### config.mk
export PLATFORM = sky130hd
export DESIGN_NAME = sd_data_tx
export DESIGN_NICKNAME = d
export VERILOG_FILES = /design/src/rtl/sd_pkg.sv /design/src/rtl/sd_crc_16.sv /design/src/rtl/sd_data_tx.sv
export SDC_FILE = /design/constraint.sdc
export NUM_CORES = 1
export LEC_CHECK = 0
export ABC_CLOCK_PERIOD_IN_PS = 1900
export BUFFER_PORTS_ARGS = -buffer_cell sky130_fd_sc_hd__buf_2
export CAP_MARGIN = 10
export CORE_AREA = 2 2 75 77
export CTS_BUF_LIST = sky130_fd_sc_hd__clkbuf_8 sky130_fd_sc_hd__clkbuf_16
export CTS_CLUSTER_DIAMETER = 80
export CTS_CLUSTER_SIZE = 20
export DETAILED_ROUTE_END_ITERATION = 12
export DIE_AREA = 0 0 77 79
export GPL_ROUTABILITY_DRIVEN = 0
export HOLD_SLACK_MARGIN = 0.08
export PLACE_DENSITY_LB_ADDON = 0.2
export SYNTH_ARGS = -nofsm -noshare
export SYNTH_HDL_FRONTEND = slang
export SYNTH_SLANG_ARGS = --single-unit
### constraint.sdc
create_clock -name CLK -period 1.9 [get_ports CLK]
set_input_delay 0.38 -clock CLK [delete_from_list [all_inputs] [get_ports CLK]]
set_output_delay 0.38 -clock CLK [all_outputs]
set_load 0.02 [all_outputs]
### src/rtl/sd_pkg.sv
// sd_pkg: state encoding, CRC width, line levels and a one-bit CRC-16 step
// shared by the SD data-block transmitter.
package sd_pkg;

    typedef enum logic [2:0] {
        IDLE,
        STRT,
        DATA,
        CRC,
        ENDB,
        BUSYW
    } sd_tx_state_t;

    localparam int   SD_CRC16_W   = 16;
    localparam logic SD_START_BIT = 1'b0;
    localparam logic SD_END_BIT   = 1'b1;

    // Value the CRC register will hold after absorbing one more bit.
    function automatic logic [SD_CRC16_W-1:0] crc16_step(
        input logic [SD_CRC16_W-1:0] crc,
        input logic                  bitval
    );
        return {crc[SD_CRC16_W-2:0], 1'b0} ^ ((bitval ^ crc[SD_CRC16_W-1]) ? 16'h1021 : 16'h0000);
    endfunction

endpackage

### src/rtl/sd_crc_16.sv
// sd_crc_16: bit-serial CRC-16-CCITT (x^16 + x^12 + x^5 + 1), zero seed,
// asynchronous clear.
module sd_crc_16 (
    input  logic        BITVAL,
    input  logic        Enable,
    input  logic        CLK,
    input  logic        RST,
    output logic [15:0] CRC
);

    logic w_inv;

    assign w_inv = BITVAL ^ CRC[15];

    always_ff @(posedge CLK or posedge RST) begin
        if (RST)
            CRC <= '0;
        else if (Enable)
            CRC <= {CRC[14:0], 1'b0} ^ (w_inv ? 16'h1021 : 16'h0000);
    end

endmodule

### src/rtl/sd_data_tx.sv
// sd_data_tx: single-lane SD write-path block transmitter (start, data, CRC16, end).
// Define SD_TX_BUSY_WAIT_EN to wait for the card to release DAT0 busy before DONE.
module sd_data_tx
    import sd_pkg::*;
#(
    parameter int BLK_BYTES = 512
) (
    input  logic       CLK,
    input  logic       RST_N,
    input  logic       START,
    input  logic [7:0] DIN,
    input  logic       DIN_VALID,
    output logic       DIN_READY,
    input  logic       DAT_IN,
    output logic       DAT_OUT,
    output logic       DAT_OE,
    output logic       SD_CLK_EN,
    output logic       BUSY,
    output logic       DONE
);

    localparam int             BW   = $clog2(BLK_BYTES + 1);
    localparam logic [BW-1:0]  LAST = BW'(BLK_BYTES - 1);

    sd_tx_state_t              r_state, w_state_nxt;
    logic                      r_stall, w_stall_nxt;
    logic [BW-1:0]             r_byte_cnt, w_byte_cnt_nxt;
    logic [2:0]                r_bit_cnt, w_bit_cnt_nxt;
    logic [3:0]                r_crc_cnt, w_crc_cnt_nxt;
    logic [7:0]                r_byte, w_byte_nxt;
    logic [SD_CRC16_W-1:0]     r_crc_sh, w_crc_sh_nxt;
    logic                      r_crc_clr;
    logic [SD_CRC16_W-1:0]     w_crc;
    logic                      w_crc_en, w_crc_rst, w_fetch, w_take;

    // A fetch is pending in STRT and on the LSB of every byte but the last;
    // state and counters hold while it stalls, so outputs hold too.
    assign w_fetch   = (r_state == STRT) || (r_state == DATA && r_bit_cnt == 3'd7 && r_byte_cnt != LAST);
    assign w_take    = w_fetch && DIN_VALID;
    assign DIN_READY = w_fetch;
    assign SD_CLK_EN = !r_stall;
    assign BUSY      = r_state != IDLE;
    assign w_crc_en  = (r_state == DATA) && !r_stall;
    assign w_crc_rst = r_crc_clr || !RST_N;

    sd_crc_16 u_crc (
        .BITVAL (r_byte[7]),
        .Enable (w_crc_en),
        .CLK    (CLK),
        .RST    (w_crc_rst),
        .CRC    (w_crc)
    );

`ifndef SD_TX_BUSY_WAIT_EN
    logic w_unused;
    assign w_unused = DAT_IN;
`endif

    always_comb begin
        w_state_nxt    = r_state;
        w_stall_nxt    = r_stall;
        w_byte_cnt_nxt = r_byte_cnt;
        w_bit_cnt_nxt  = r_bit_cnt;
        w_crc_cnt_nxt  = r_crc_cnt;
        w_byte_nxt     = r_byte;
        w_crc_sh_nxt   = r_crc_sh;
        DAT_OUT        = 1'b1;
        DAT_OE         = 1'b0;
        DONE           = 1'b0;
        case (r_state)
            IDLE: w_state_nxt = START ? STRT : IDLE;
            STRT: begin
                DAT_OE  = 1'b1;
                DAT_OUT = SD_START_BIT;
                if (w_take) begin
                    w_byte_nxt  = DIN;
                    w_state_nxt = DATA;
                    w_stall_nxt = 1'b0;
                end else begin
                    w_stall_nxt = 1'b1;
                end
            end
            DATA: begin
                DAT_OE  = 1'b1;
                DAT_OUT = r_byte[7];
                if (w_take) begin
                    w_byte_nxt     = DIN;
                    w_bit_cnt_nxt  = '0;
                    w_byte_cnt_nxt = r_byte_cnt + 1'b1;
                    w_stall_nxt    = 1'b0;
                end else if (w_fetch) begin
                    w_stall_nxt = 1'b1;
                end else begin
                    w_byte_nxt    = {r_byte[6:0], 1'b0};
                    w_bit_cnt_nxt = r_bit_cnt + 3'd1;
                    // The instance only absorbs the last bit at this edge, so
                    // the shifter is loaded with the value one step ahead.
                    if (r_bit_cnt == 3'd7) begin
                        w_state_nxt    = CRC;
                        w_byte_cnt_nxt = '0;
                        w_crc_sh_nxt   = crc16_step(w_crc, r_byte[7]);
                    end
                end
            end
            CRC: begin
                DAT_OE        = 1'b1;
                DAT_OUT       = r_crc_sh[SD_CRC16_W-1];
                w_crc_sh_nxt  = {r_crc_sh[SD_CRC16_W-2:0], 1'b0};
                w_crc_cnt_nxt = r_crc_cnt + 4'd1;
                w_state_nxt   = (r_crc_cnt == 4'd15) ? ENDB : CRC;
            end
            ENDB: begin
                DAT_OE  = 1'b1;
                DAT_OUT = SD_END_BIT;
`ifdef SD_TX_BUSY_WAIT_EN
                w_state_nxt = BUSYW;
`else
                DONE        = 1'b1;
                w_state_nxt = IDLE;
`endif
            end
`ifdef SD_TX_BUSY_WAIT_EN
            BUSYW: begin
                // The first two cycles after the end bit are ignored while the
                // card turns the line around.
                if (r_crc_cnt != 4'd2) begin
                    w_crc_cnt_nxt = r_crc_cnt + 4'd1;
                end else if (DAT_IN) begin
                    DONE          = 1'b1;
                    w_crc_cnt_nxt = '0;
                    w_state_nxt   = IDLE;
                end
            end
`endif
            default: w_state_nxt = IDLE;
        endcase
    end

    always_ff @(posedge CLK or negedge RST_N) begin
        if (!RST_N) begin
            r_state    <= IDLE;
            r_stall    <= 1'b0;
            r_byte_cnt <= '0;
            r_bit_cnt  <= '0;
            r_crc_cnt  <= '0;
            r_byte     <= '0;
            r_crc_sh   <= '0;
            r_crc_clr  <= 1'b0;
        end else begin
            r_state    <= w_state_nxt;
            r_stall    <= w_stall_nxt;
            r_byte_cnt <= w_byte_cnt_nxt;
            r_bit_cnt  <= w_bit_cnt_nxt;
            r_crc_cnt  <= w_crc_cnt_nxt;
            r_byte     <= w_byte_nxt;
            r_crc_sh   <= w_crc_sh_nxt;
            r_crc_clr  <= (r_state == IDLE) && START;
        end
    end

endmodule

======== Word-level counts from Yosys, hierarchy flattened ========
Cells that the tools add are included.
storage, ports and cells
  flip-flop bits (word level) ............. 62
  output and inout port bits .............. 6
  logic and storage cells ................. 77
operators by class
  $add $sub $neg .......................... 3
  equal/unequal tests ..................... 14
  multiplexer cells ....................... 28
  bitwise operators ....................... 2
  reductions and logical operators ........ 21
operators by type and width
  operator               number
  $mux 16                3
  $pmux 16 s2            1
  $mux 10                3
  $mux 8                 3
  $mux 3                 7
  $pmux 8 s2             1
  $xor 16x13->16         1
  $mux 13                1
  $pmux 3 s4             1
  $add 10x1->10 const B  1
  $ne 10x9->1 const B    1
  $reduce_and 4->1       2
  $eq 3x2->1 const B     2
  $eq 3x3->1 const B     2
  $mux 1                 6
  $ne 2x2->1 const B     3
  $ne 3x3->1 const B     2
  $reduce_and 3->1       2
  $reduce_bool 2->1      3
  $logic_and 1x1->1      5
  $add 4x1->4 const B    1
  $eq 4x4->1 const B     1
  $ne 2x1->1 const B     2
  $reduce_and 2->1       2
  10 further kinds       12

======== Longest topological paths before layout ========
Gate-level depths: netlist of the first run.
  depth in word-level cells ............... 7
  gate-level depth with buffers ........... 7
  gate-level depth less buffers ........... 6

======== Cells and area by module ========
A second synthesis of the first run with hierarchy kept.
second synthesis, totals
  cell total of the unflattened synthesis .. 292
  area total of the unflattened synthesis .. 3191.8 um^2
by module, submodules not included
  module      times used  cells each  area each (um^2)  seq. area each (um^2)
  sd_data_tx  1           253         2529.9            1151.1
  sd_crc_16   1           39          661.9             400.4

======== Least setup slack after synthesis of the first run ========
No wires, ideal clock.
  path kind ............................... reg2reg
  start ................................... register r_byte_cnt[0]
  end ..................................... register r_crc_sh[10]
  data arrival time ....................... 1802 ps
  data required time ...................... 1775 ps
  setup slack ............................. -27 ps
  cell stages (with the launch flop) ...... 8
  clock period less this slack ............ 1927 ps
  cells stage by stage .................... dfrtp_1 ha_1 and3_1 buf_2 nand4_4 o31ai_4 buf_8 mux2_4
between the ends
  longest elaborated chain between the ends .. 6
  elaborated cells between the ends (all ways) .. 7
  classes of those cells .................. 3 x eq/ne; 4 x reduce/logical
RTL lines
  element                         line               text
  start: declaration              sd_data_tx.sv:27   logic [BW-1:0] r_byte_cnt, w_byte_cnt_nxt;
  start signal: assignment        sd_data_tx.sv:152  r_byte_cnt <= w_byte_cnt_nxt;
  $ne 10x9->1 (*)                 sd_data_tx.sv:38   assign w_fetch = (r_state == STRT) || (r_state == DATA && r_bit_cnt == 3'd7 && r_byte_cnt != LAST);
  $logic_and 1x1->1 (*)           sd_data_tx.sv:38
  $logic_or 1x1->1 (*)            sd_data_tx.sv:38
  $logic_and 1x1->1               sd_data_tx.sv:39   assign w_take = w_fetch && DIN_VALID;
  $ne 2x2->1 (no line)            --
  $reduce_and 4->1 (no line) (*)  --
  end signal: assignment          sd_data_tx.sv:156  r_crc_sh <= w_crc_sh_nxt;
  end: declaration                sd_data_tx.sv:31   logic [SD_CRC16_W-1:0] r_crc_sh, w_crc_sh_nxt;
Every way passes the cells marked *; elsewhere a longest branch is shown, timed or not.
A chain may end at the register's enable or synchronous reset.

======== Final worst setup path of the first run ========
  start ................................... register r_byte_cnt[1]
  end ..................................... output port DIN_READY
between the ends
  longest elaborated chain between the ends .. 3
RTL lines
  element            line              text
  $ne 10x9->1        sd_data_tx.sv:38
  $logic_and 1x1->1  sd_data_tx.sv:38
  $logic_or 1x1->1   sd_data_tx.sv:38
  end: declaration   sd_data_tx.sv:13  output logic DIN_READY,
Every way passes these cells.

==> results of run 1 <==
## flip-flops by register name, summed over array words and instances (netlist names)
signal      flops
r_state         3
r_crc_clr       1
r_bit_cnt       3
r_byte          8
r_crc_cnt       4
r_stall         1
r_crc_sh       16
r_byte_cnt     10
u_crc.CRC      16
## routing by layer
layer	vias up	global-route usage (%)
met5	-	0
met4	0	6.96
met3	10	6.48
met2	34	37.7
met1	1133	27.5
li1	1119	-
## cell families after synthesis
family	count (synthesis)	share of synthesized area (%)
buffers and inverters	17	2.57
flip-flops	62	50.6
AO/OA/AOI/OAI	36	9.76
multiplexers	35	13.9
AND/OR/NAND/NOR	117	18.7
XOR/XNOR	10	2.86
adder cells (fa/ha/maj)	4	1.63
## critical path: cells and delay by family, from the launching register on
family	cells	cell delay, ns
adders and majority gates	1	0.20
buffers and inverters	1	0.13
DFF	1	0.37
and+or+nand+nor	3	0.61
## where the power goes
part           leakage, nW  internal [mW]  total (mW)  switching, mW
Clock                0.119          0.760        1.27          0.510
Sequential           0.788           1.74        2.03          0.285
Combinational        0.996           1.02        1.83          0.806
## worst max path at each step
stage	start	to
2_1_floorplan	r_byte_cnt[0]$_DFFE_PN0P_	r_crc_sh[10]$_DFFE_PN0P_
3_3_place_gp	r_byte_cnt[0]$_DFFE_PN0P_	r_crc_sh[3]$_DFFE_PN0P_
3_5_place_dp	r_byte_cnt[1]$_DFFE_PN0P_	r_crc_sh[3]$_DFFE_PN0P_
4_1_cts	r_bit_cnt[1]$_DFFE_PN0P_	DIN_READY
5_1_grt	r_byte_cnt[0]$_DFFE_PN0P_	DIN_READY
6_report	r_byte_cnt[1]$_DFFE_PN0P_	DIN_READY
## layout by cell type, fill, tap and decap left out, types with 7 or more instances in the layout
master    Yosys  layout
nand2_1      65      65
dfrtp_1      62      62
buf_4         0      43
mux2_4       10      16
mux2_2       21      15
buf_2         3      14
o21ai_0      14      13
nor2_1       13      13
clkbuf_8      0      10
inv_1         5       7
o221a_2       7       7
buf_6         0       7
## area by class of cell
| cell class | count | area [um2] | area share (%) |
|---|---|---|---|
| clock inverter | 6 | 77.6 | 1.96 |
| inverter | 5 | 18.8 | 0.473 |
| timing repair buffer | 68 | 547 | 13.8 |
| clock buffer | 10 | 138 | 3.47 |
| tap | 72 | 90.1 | 2.27 |
| multi-input combinational | 202 | 1540 | 38.9 |
| sequential | 62 | 1550 | 39.1 |
## stage by stage
step | total power, mW | setup slack [ns] | util, % | hold WS (ns)
floorplan | 3.14 | 0.00382 | - | 0.0844
global placement | 3.55 | -0.00361 | 64.0 | 0.326
detailed placement | 3.63 | -0.0417 | 64.0 | 0.324
CTS | 5.00 | -0.0993 | 70.1 | 0.247
global route | 5.46 | -0.221 | 74.3 | 0.248
finish | 5.13 | -0.129 | 74.3 | 0.255
## timing repair
item | CTS | global route
hold buffers | 1 | 0
setup endpoints to repair | 20 | 33
pin swaps | 6 | 11
setup buffers | 8 | 13
gates cloned | 0 | 1
endpoints found under the hold margin | 15 | 0
gates resized for setup | 13 | 25
==> results.cfg, run 1 <==
[run_status]
status = finished, violations left
violations = negative setup slack

[route]
wl_per_cell_um = 15.5
drc = 0
met2_length_mm = 3.42
wirelength_mm = 6.59
first_iter_violations = 134
top_layer = met4
route.vias.total = 2296
final_antenna_net_count = 0
vias_per_cell = 5.40
wl_met3_um = 222
met1Wirelength_mm = 2.86
drt_first_pass_iters = 4

[final_layout]
final_cell_count_no_fill = 425
fillers = 370
syn2layout_area_growth_pct = 29.3
fin_area_mm2 = 0.00397
drive_gt1_share_pct = 40.5
insertedDiodeCount = 0
fin_nets = 365

[grt]
grt_max_degree = 22
track_usage_pct = 22.2
antenna_found_initial = 0
grt_overflow = 0
grt_pass1_vias = 2271
grt_pass1_wl_mm = 10.5

[timing]
relSlewSlack_pct = 73.0
worst_pin_slew_ns = 0.401
max_freq_mhz = 493
setup-tns-final_ns = -0.904
final-max-slew-violation-count = 0
fin_skew_ns = 0.00473
setup_viol = 18
fin_crit_ns = 2.03
fin_crit_sh_pct = 107
hold_viol_final = 0
layout_setup_ws_ns = -0.129
grt_setup_unrepaired = true

[critical_path]
critical_path_arrival_ns = 1.65
cp-end-kind = output port
crit_path_top_delay_cell = dfrtp_1
path_max_fanout = 2
path_cells = ha_2, and3_4, nand4_1, and3b_2, buf_6
r2r_start = r_byte_cnt[1]$_DFFE_PN0P_
rrSetupSlack_ns = -0.07
max_stage_delay_ns = 0.37
start_kind = flip-flop
criticalPathCategory = flip-flop to output port
reg2reg_depth = 7
cp.required_ns = 1.52
rr_endpoint = r_crc_sh[11]$_DFFE_PN0P_

[yosys]
synthArstFlopShare_pct = 100
syn_area_mm2 = 0.00307
syn_nets = 298
synth_cell_types = 46
synth_seq_area_share_pct = 50.6
synth_commonest_cells = nand2_1, dfrtp_1, mux2_2, o21ai_0, nor2_1
ys.flop_type = dfrtp_1
synth.most_common_cell = nand2_1
synth_top_area_share_pct = 50.6
synth.avg_cell_area_um2 = 10.9
netlist_instances = 281
yosys.area.top_type = dfrtp_1
synth_edf_count = 0
synth-seq-cells = 62
synth_area_leaders = dfrtp_1, nand2_1, mux2_2
ys_warn_count = 0

[floorplan]
rows = 27
io_pins = 19
core_mm2 = 0.00534
die_w_um = 77
die-height_um = 79
start_util_pct = 57.4
dieArea_mm2 = 0.00608

[clock_tree]
path_clk_slew_ns = 0.07
htree_levels = 3
clock_latency_ns = 0.34
clock-root-buffer = clkbuf_8
cts.sinks = 62
cts_buffer_depth = 2
cts_made_buffers = 9
cts_tree = done

[place]
dp.cells = 386
place_area_mm2 = 0.00342
dp_hpwl_mm = 3.97
place.port_buffers = 17

[pwr]
leakagePower_nw = 1.90
powerDensity_mw_per_mm2 = 1290
ir_worst_vdd_mv = 0.846

[hold_path]
min-delay-start = START
min_to = r_crc_clr$_DFF_PN0_
whs_path_depth = 3
min_path_type = input pin to flip-flop

[flow_run]
drv_cap = 0
No activity file was read; power rests on OpenSTA's default activity.
==> run 2: changes to the inputs <==
BUFFER_PORTS_ARGS = -buffer_cell sky130_fd_sc_hd__buf_4   (was -buffer_cell sky130_fd_sc_hd__buf_2)
==> results.cfg, run 2 (synthesis results as in run 1) <==
[run_status]
status = finished, violations left
violations = negative setup slack

[clock_tree]
cts_tree = done
cts.sinks = 62
htree_levels = 3
path_clk_slew_ns = 0.06
cts_made_buffers = 9
clock_latency_ns = 0.35
cts_buffer_depth = 2
clock-root-buffer = clkbuf_8

[final_layout]
fin_area_mm2 = 0.00395
fillers = 387
drive_gt1_share_pct = 40.6
multiInputGateArea_mm2 = 0.00154
fin_nets = 369
seqCellArea_mm2 = 0.00155
syn2layout_area_growth_pct = 28.9
fin_util_pct = 74.1
reg_top3 = r_crc_sh x16, u_crc.CRC x16, r_byte_cnt x10
final_common_cell = nand2_1
final_cell_mix = nand2_1, dfrtp_1, buf_4, mux2_4, mux2_2
final_cell_count_no_fill = 429
insertedDiodeCount = 0

[critical_path]
cp-end-kind = output port
criticalPathCategory = flip-flop to output port
path_max_fanout = 2
critical_path_arrival_ns = 1.62
cp.required_ns = 1.52
start_kind = flip-flop

[grt]
grt_pass1_vias = 2373
grt_overflow = 0
track_usage_pct = 23.9
grt_pass1_wl_mm = 11.1
grt_max_degree = 31
antenna_found_initial = 0

[pwr]
powerDensity_mw_per_mm2 = 1240
ir_worst_vdd_mv = 0.963
leakagePower_nw = 1.91
p_total_mw = 4.90

[route]
wirelength_mm = 6.77
drc = 0
vias_per_cell = 5.48
drt_first_pass_iters = 4
first_iter_violations = 91
wl_per_cell_um = 15.8
route.vias.total = 2353
final_antenna_net_count = 0

[place]
place_area_mm2 = 0.00342
dp.cells = 383
place.port_buffers = 17
dp_hpwl_mm = 4.03

[timing]
fin_crit_sh_pct = 105
grt_setup_unrepaired = true
setup-tns-final_ns = -0.135
hold_viol_final = 0
relSlewSlack_pct = 73.9
max_freq_mhz = 500
layout_setup_ws_ns = -0.100
final-max-slew-violation-count = 0
fin_skew_ns = 0.00645
worst_pin_slew_ns = 0.392
fin_crit_ns = 2.00
setup_viol = 5

[floorplan]
start_util_pct = 57.4
die_w_um = 77
core_mm2 = 0.00534
rows = 27
die-height_um = 79
dieArea_mm2 = 0.00608
io_pins = 19

[hold_path]
min_path_type = input pin to flip-flop

[flow_run]
drv_cap = 0
## run 2: cell types whose count changed in the layout (fill, tap and decap cells not counted), moves of 2 or more
cell       delta
buf_12        -2
buf_2        -13
buf_4        +18
bufinv_16     -2
inv_1         +3
o21ai_1       +2
## run 2: timing repair
action,4_1_cts,5_1_grt
setup buffers,18,10
resized for setup,20,18
endpoints found under the hold margin,28,0
hold buffers,1,0
cloned,1,1
endpoints found under the setup margin,20,35
pin swaps,7,16
## run 2: metal layers
layer / vias to the layer above / part of all wire, % / wire (um) / track usage (%)
li1: 1129 / - / - / -
met1: 1170 / 43 / 2920 / 29.7
met2: 39 / 52 / 3520 / 40.4
met3: 15 / 3.0 / 204 / 5.57
met4: 0 / 2.0 / 133 / 10.0
met5: - / 0 / 0 / 0
## run 2: layout make-up
cell class	instances	share of cell area, %
Sequential cell	62	39.3
Multi-Input combinational cell	202	39.0
Timing Repair Buffer	72	14.9
Clock buffer	10	3.48
Tap cell	72	2.28
Clock inverter	6	0.601
Inverter	5	0.475
## run 2: power by group
group          switching, mW  internal (mW)  leakage (nW)
logic                  0.845           1.06          1.02
registers              0.281           1.74         0.788
clock network          0.492          0.483         0.102
total                   1.62           3.29          1.91
## run 2: metrics by stage
step	setup WS (ns)	hold slack, ns
floorplan	0.00382	0.0844
global placement	0.00389	0.325
detailed placement	-0.0499	0.332
CTS	-0.0891	0.256
global route	-0.154	0.281
finish	-0.100	0.263
## run 2: final timing paths
path / start / end / slack [ns] / cells after the start
min in group asynchronous: r_crc_clr$_DFF_PN0_ / u_crc.CRC[15]$_DFFE_PP0P_ / 0.35 / 2
min: START / r_crc_clr$_DFF_PN0_ / 0.26 / 3
max: r_state[2]$_DFFE_PN0P_ / DIN_READY / -0.10 / 4
min reg2reg: r_crc_clr$_DFF_PN0_ / u_crc.CRC[15]$_DFFE_PP0P_ / 0.35 / 2
max reg2reg: r_byte_cnt[1]$_DFFE_PN0P_ / r_byte[6]$_DFFE_PN0P_ / -0.02 / 7
max in group asynchronous: RST_N / u_crc.CRC[1]$_DFFE_PP0P_ / 0.71 / 4
## run 2: critical path, cell delays in order (launching register included)
cell and delay, ns:
dfrtp_1 0.39, or3b_4 0.41, nand4_1 0.12, and3b_2 0.23
buf_6 0.12
